### src/rtl/fetch_unit.sv
// ---------------------------------------------------------------------------
// fetch_unit
//   Instruction-fetch front end. Owns the PC, issues one word fetch at a time
//   over a req/gnt/rvalid handshake, and holds the returned instruction for
//   the decoder until it is acknowledged. On the acknowledge cycle the
//   decoder's branch decision picks PC+4 or PC+ImmExt as the next fetch
//   address. A misaligned target parks the unit in a sticky error state that
//   only reset leaves.
//
// Ports
//   clk         in   clock, all state changes on the rising edge
//   rst         in   synchronous active-high reset
//   mem_req     out  fetch request (high only in REQ, forced low during rst)
//   mem_addr    out  fetch address, always equal to PC
//   mem_gnt     in   memory accepted the request this cycle
//   mem_rvalid  in   read data valid (only honoured while waiting)
//   mem_rdata   in   fetched instruction word
//   instr       out  instruction presented to the decoder
//   instr_valid out  instr is valid and held stable
//   instr_ack   in   decoder consumes instr this cycle
//   PCSrc       in   1 = branch to PC+ImmExt (sampled on ack only)
//   ImmExt      in   branch offset (sampled on ack only)
//   PC          out  address of the instruction presented / being fetched
//   fetch_err   out  sticky misaligned-target error
// ---------------------------------------------------------------------------
module fetch_unit #(
  parameter int                    ADDR_WIDTH = 32,
  parameter logic [ADDR_WIDTH-1:0] RESET_PC   = '0
) (
  input  logic                  clk,
  input  logic                  rst,
  output logic                  mem_req,
  output logic [ADDR_WIDTH-1:0] mem_addr,
  input  logic                  mem_gnt,
  input  logic                  mem_rvalid,
  input  logic [31:0]           mem_rdata,
  output logic [31:0]           instr,
  output logic                  instr_valid,
  input  logic                  instr_ack,
  input  logic                  PCSrc,
  input  logic [ADDR_WIDTH-1:0] ImmExt,
  output logic [ADDR_WIDTH-1:0] PC,
  output logic                  fetch_err
);

  localparam logic [1:0] S_REQ  = 2'd0;
  localparam logic [1:0] S_WAIT = 2'd1;
  localparam logic [1:0] S_HOLD = 2'd2;
  localparam logic [1:0] S_ERR  = 2'd3;

  localparam logic [ADDR_WIDTH-1:0] C_FOUR = ADDR_WIDTH'(4);

  logic [1:0]            r_state;
  logic [ADDR_WIDTH-1:0] r_pc;
  logic [31:0]           r_instr;
  logic                  r_valid;
  logic                  r_err;

  logic [ADDR_WIDTH-1:0] w_next_pc;
  logic                  w_misaligned;

  // Both candidates wrap modulo 2^ADDR_WIDTH; wrap-around is not an error.
  assign w_next_pc    = PCSrc ? (r_pc + ImmExt) : (r_pc + C_FOUR);
  assign w_misaligned = (w_next_pc[1:0] != 2'b00);

  always_ff @(posedge clk) begin
    if (rst) begin
      r_state <= S_REQ;
      r_pc    <= RESET_PC;
      r_instr <= '0;
      r_valid <= 1'b0;
      r_err   <= 1'b0;
    end else begin
      case (r_state)
        S_REQ: begin
          // Any rvalid seen here is stray and deliberately ignored.
          if (mem_gnt) begin
            r_state <= S_WAIT;
          end
        end
        S_WAIT: begin
          if (mem_rvalid) begin
            r_instr <= mem_rdata;
            r_valid <= 1'b1;
            r_state <= S_HOLD;
          end
        end
        S_HOLD: begin
          if (instr_ack) begin
            r_valid <= 1'b0;
            if (w_misaligned) begin
              // PC keeps the address of the offending branch for debug.
              r_err   <= 1'b1;
              r_state <= S_ERR;
            end else begin
              r_pc    <= w_next_pc;
              r_state <= S_REQ;
            end
          end
        end
        default: begin
          r_state <= S_ERR;
        end
      endcase
    end
  end

  // Request is derived from state, but gated by rst so an in-flight reset
  // never lets a request escape.
  assign mem_req     = (r_state == S_REQ) && !rst;
  assign mem_addr    = r_pc;
  assign PC          = r_pc;
  assign instr       = r_instr;
  assign instr_valid = r_valid;
  assign fetch_err   = r_err;

endmodule

### config.mk
export PLATFORM = sky130hd
export DESIGN_NAME = fetch_unit
export DESIGN_NICKNAME = d
export VERILOG_FILES = /design/src/rtl/fetch_unit.sv
export SDC_FILE = /design/constraint.sdc
export NUM_CORES = 1
export LEC_CHECK = 0
export CORE_UTILIZATION = 33
export CTS_BUF_LIST = sky130_fd_sc_hd__clkbuf_2 sky130_fd_sc_hd__clkbuf_4 sky130_fd_sc_hd__clkbuf_8
export DETAILED_ROUTE_END_ITERATION = 12
export HOLD_SLACK_MARGIN = 0.02
export PLACE_DENSITY = 0.69
export REMOVE_ABC_BUFFERS = 1
export SETUP_SLACK_MARGIN = 0.3
export SYNTH_ARGS = -nofsm -noshare
export SYNTH_HDL_FRONTEND = slang
export SYNTH_SLANG_ARGS = --single-unit
### constraint.sdc
create_clock -name clk -period 8.7 [get_ports clk]
set_input_delay 1.74 -clock clk [delete_from_list [all_inputs] [get_ports clk]]
set_output_delay 1.74 -clock clk [all_outputs]
set_load 0.01 [all_outputs]
Word level (Yosys, flattened, before mapping). Index checks and enable logic that the tools add are counted.

Word-level logic and storage cells: 32. Bits in registers: 68. Output and inout bits: 99. Bits of input ports: 70.

Add/subtract/negate cells: 2. Equal/unequal tests: 5. Mux-type cells: 9. Reductions and logical operators: 10. Bitwise operators: 1.

Operator list (count): 32-bit by 3-bit adder with 32-bit output (second input constant) (1); 32-bit adder (1); 32-bit two-way mux (1); 3-bit AND reduction (4); 2-bit two-way mux (4); 2-bit != test (second input constant) (3); 2-bit case mux with 3 select lines (1); 2-bit nonzero test (2); 2-bit by 1-bit equality test with 1-bit output (second input constant) (1); 2-bit equality test (second input constant) (1); 2-bit logical NOT (1); 1-bit two-way mux (2); 1-bit case mux with 2 select lines (1); 2-bit AND reduction (1); 1-bit logical AND (1); 1-bit logical NOT (1); 1-bit inverter (1).

Longest topological paths before layout.
Depth after elaboration: 6. Gate-level depth with buffers: 12. Gate-level depth less buffers: 11.

Least setup slack after synthesis. Ideal clock, no wire load.

Path kind: input to output. Start: in rst. End: out mem_req. Stages on the path: 3. Arrival: 2.385 ns. Buffers on the path: 2. Slack: 4.575 ns. Required time: 6.960 ns. Cells stage by stage: clkbuf_1 > clkbuf_1 > nor3_1.

Cells in the longest elaborated chain, start to end: 2.

Ends and longest elaborated chain: start: declaration (line 31) `input logic rst,`; 1-bit logical NOT (line 110) `assign mem_req = (r_state == S_REQ) && !rst;`; 1-bit logical AND (line 110); end: declaration (line 32) `output logic mem_req,`.

Every way passes these cells.

Worst setup path after layout. Same ends and word-level chain as after synthesis.

==> qor.txt <==
Status -> finished, final reports clean
Worst-Margin Slew -> 1.137 ns
Die Wd -> 125.1 µm
Sw power -> 0.2051 mW
Sink Count -> 68
Sequential share of the synthesized area -> 27.21%
DRC errors left -> 0
Most instantiated library cell after synthesis -> a21oi_1
DRT iter0 DRCs -> 499
Max Buffers Root-to-Sink -> 2
Setup violations, final -> 0
Final Max Tran Viols -> 0
Pwr Total -> 0.7653 mW
Mapped Avg Cell Area -> 7.283 µm²
Hold Path Origin -> instr[24]$_SDFFE_PP0P_
Placed standard-cell area -> 0.006574 mm²
Tmin final -> 4.790 ns
Flop-to-flop setup slack -> 5.54 ns
Cell count after synthesis -> 687
Via count -> 5,261
PwrDens -> 112.6 mW/mm²
Vias in the first global route -> 4,735
Sequential Power Share -> 43.0%
Resized cells post-CTS -> 0
CTS root buffer -> clkbuf_8
Synth top area cells -> dfxtp_1, a21oi_1, ha_1, nand2_1, buf_4
Yosys warns -> 0
IO Count -> 169
Cell area after synthesis -> 0.005004 mm²
Clock slew at reported path FFs -> 0.07 ns
HPWL after DPL -> 10,960 µm
DIE AREA -> 0.01566 mm²
Reg2reg end -> PC[10]$_SDFFE_PP0P_
Row Count -> 44
Port bufs -> 168
Pre-CTS WS -> 3.757 ns
Total grt overflow -> 0
Post-synthesis register bit count -> 68
Hold Fails Final Rpt -> 0
Layout net count -> 909
Crit start category -> primary input
ANT cells -> 0
Ys async rst share -> 0%
ANT nets after route -> 0
Skew-Pair Late Insertion Delay -> 0.34 ns
Core box area -> 0.01464 mm²
Slew HR -> 24.00%
Hold_buf cts -> 0
Clk_skew -> 0.01322 ns
Hold depth -> 2
Share of layout cells above drive strength 1 -> 5.425%
Leakage power -> 2.510 nW
Pint -> 0.5602 mW
Crit path max fanout -> 76
Top cell type's share of synthesized area -> 27.21%
Hold WS -> 0.4546 ns
Sw Ratio -> 26.80%
Reg-to-Reg Start -> PC[0]$_SDFFE_PP0P_
Crit path required time -> 6.96 ns
Yosys top cell by area -> dfxtp_1
Maxcap violations -> 0
Area overhead of the layout relative to synthesis -> 35.78%
Pre-Repair DR Iteration Count -> 7
Netlist cell types -> 66
Antenna violations before repair -> 0
Fin worst setup slack -> 3.910 ns
Tot GR Track Use -> 18.34%
Ys flop type -> dfxtp_1
Fillers -> 1,486
Clock power share -> 38.3%
Min-Delay Endpoint -> instr[24]$_SDFFE_PP0P_
DRT Wirelength -> 14,770 µm
Largest net degree at the start of global routing -> 77
Starting density of the core -> 34.17%
CP Capture Type -> output pin
DR vias/cell -> 5.287
Fin crit share -> 55.06%
Die Span Y -> 125.1 µm
Worst Path Arrival -> 3.05 ns
Setup bufs post-CTS -> 0
Num CTS Buffers -> 9
Synth top cells by count -> a21oi_1, nand2_1, dfxtp_1
Combinational share of power -> 18.7%
H-Tree Depth -> 3
RSZ-0062 raised after global routing -> false
First-pass GRT wire length -> 23,780 µm
Worst hold path type -> flip-flop to flip-flop
Post-synth EDFFs -> 0
VDD IR-drop max -> 0.00006027 V
Reg2Reg Depth -> 7
F_max -> 0.2088 GHz
Design area -> 0.006794 mm²
DR WL/cell -> 14.85 µm
CTS tree -> done
Setup TNS -> 0 ns
Kind of critical path -> primary input to output pin
GPL Wtd Cong -> 0.8081
logic make-up (layout without fill, tap and decap cells):
group | Yosys count | count (layout) | share of synthesized area, %
and+or+nand+nor | 265 | 265 | 25.33
xor gates and xnor gates | 19 | 19 | 3.326
AOI/OAI and AO/OA | 223 | 223 | 27.01
buffers and inverters | 76 | 200 | 8.127
muxes | 3 | 3 | 0.6002
DFF | 68 | 68 | 27.21
adders and majority gates | 33 | 33 | 8.402
power groups by stage:
stage	Combinational (mW)	Sequential (mW)	Clock, mW
6_report	0.143	0.329	0.293
5_1_grt	0.156	0.331	0.310
4_1_cts	0.143	0.329	0.297
3_5_place_dp	0.142	0.336	0
3_3_place_gp	0.142	0.336	0
2_1_floorplan	0.0605	0.340	0
worst max-delay path, stage by stage:
cell and delay, ns:
buf_2 0.07, buf_4 0.62, nor3_1 0.09, clkdlybuf4s50_1 0.51
routing by layer:
layer  vias up  GRT usage [%]  part of all wire [%]
met1      2425          24.72                    48
met5         -              0                     0
met4         0          5.022                   1.4
met2       144          30.76                    47
li1       2676              -                     -
met3        16          2.225                   4.3
sequential cells by signal (all words and copies together), names as in the netlist:
signal,count
r_state,2
PC,32
fetch_err,1
instr_valid,1
instr,32
final cells by class:
cell class | count | area [µm²] | area share (%)
Multi-Input combinational cell | 543 | 3236 | 47.62
Timing Repair Buffer | 172 | 1702 | 25.05
Sequential cell | 68 | 1361 | 20.04
Tap cell | 184 | 230.2 | 3.389
Clock buffer | 10 | 131.4 | 1.934
Clock inverter | 6 | 88.84 | 1.308
Inverter | 12 | 45.04 | 0.6630
through the flow:
stage | cells | utilization, %
after floorplan | 623 | -
after global placement | 979 | 44.89
after detailed placement | 979 | 44.89
after CTS | 995 | 46.39
after global routing | 995 | 46.39
final | 995 | 46.39
worst max-delay path by stage:
stage                     slack [ns]  cells after the start             endpoint       from
after floorplan                 4.03                     10  PC[28]$_SDFFE_PP0P_  ImmExt[0]
after global placement          3.88                      8  PC[10]$_SDFFE_PP0P_  ImmExt[0]
after detailed placement        3.76                      8  PC[10]$_SDFFE_PP0P_  ImmExt[0]
after CTS                       3.91                      4              mem_req        rst
after global routing            3.83                      4              mem_req        rst
final                           3.91                      4              mem_req        rst
cells in the final DEF, fill, tap and decap left out, drive strengths merged, types with 10 or more instances in the layout:
master,netlist,layout
xnor2,13,13
o21bai,10,10
clkdlybuf4s50,0,166
a31oi,12,12
dfxtp,68,68
inv,12,12
nor2,54,54
ha,32,32
clkbuf,27,10
a21oi,104,104
a21o,10,10
nand2,102,102
nor3,24,24
o21ai,45,45
or3,11,11
nand3,20,20
No activity file was read; power rests on OpenSTA's default activity.
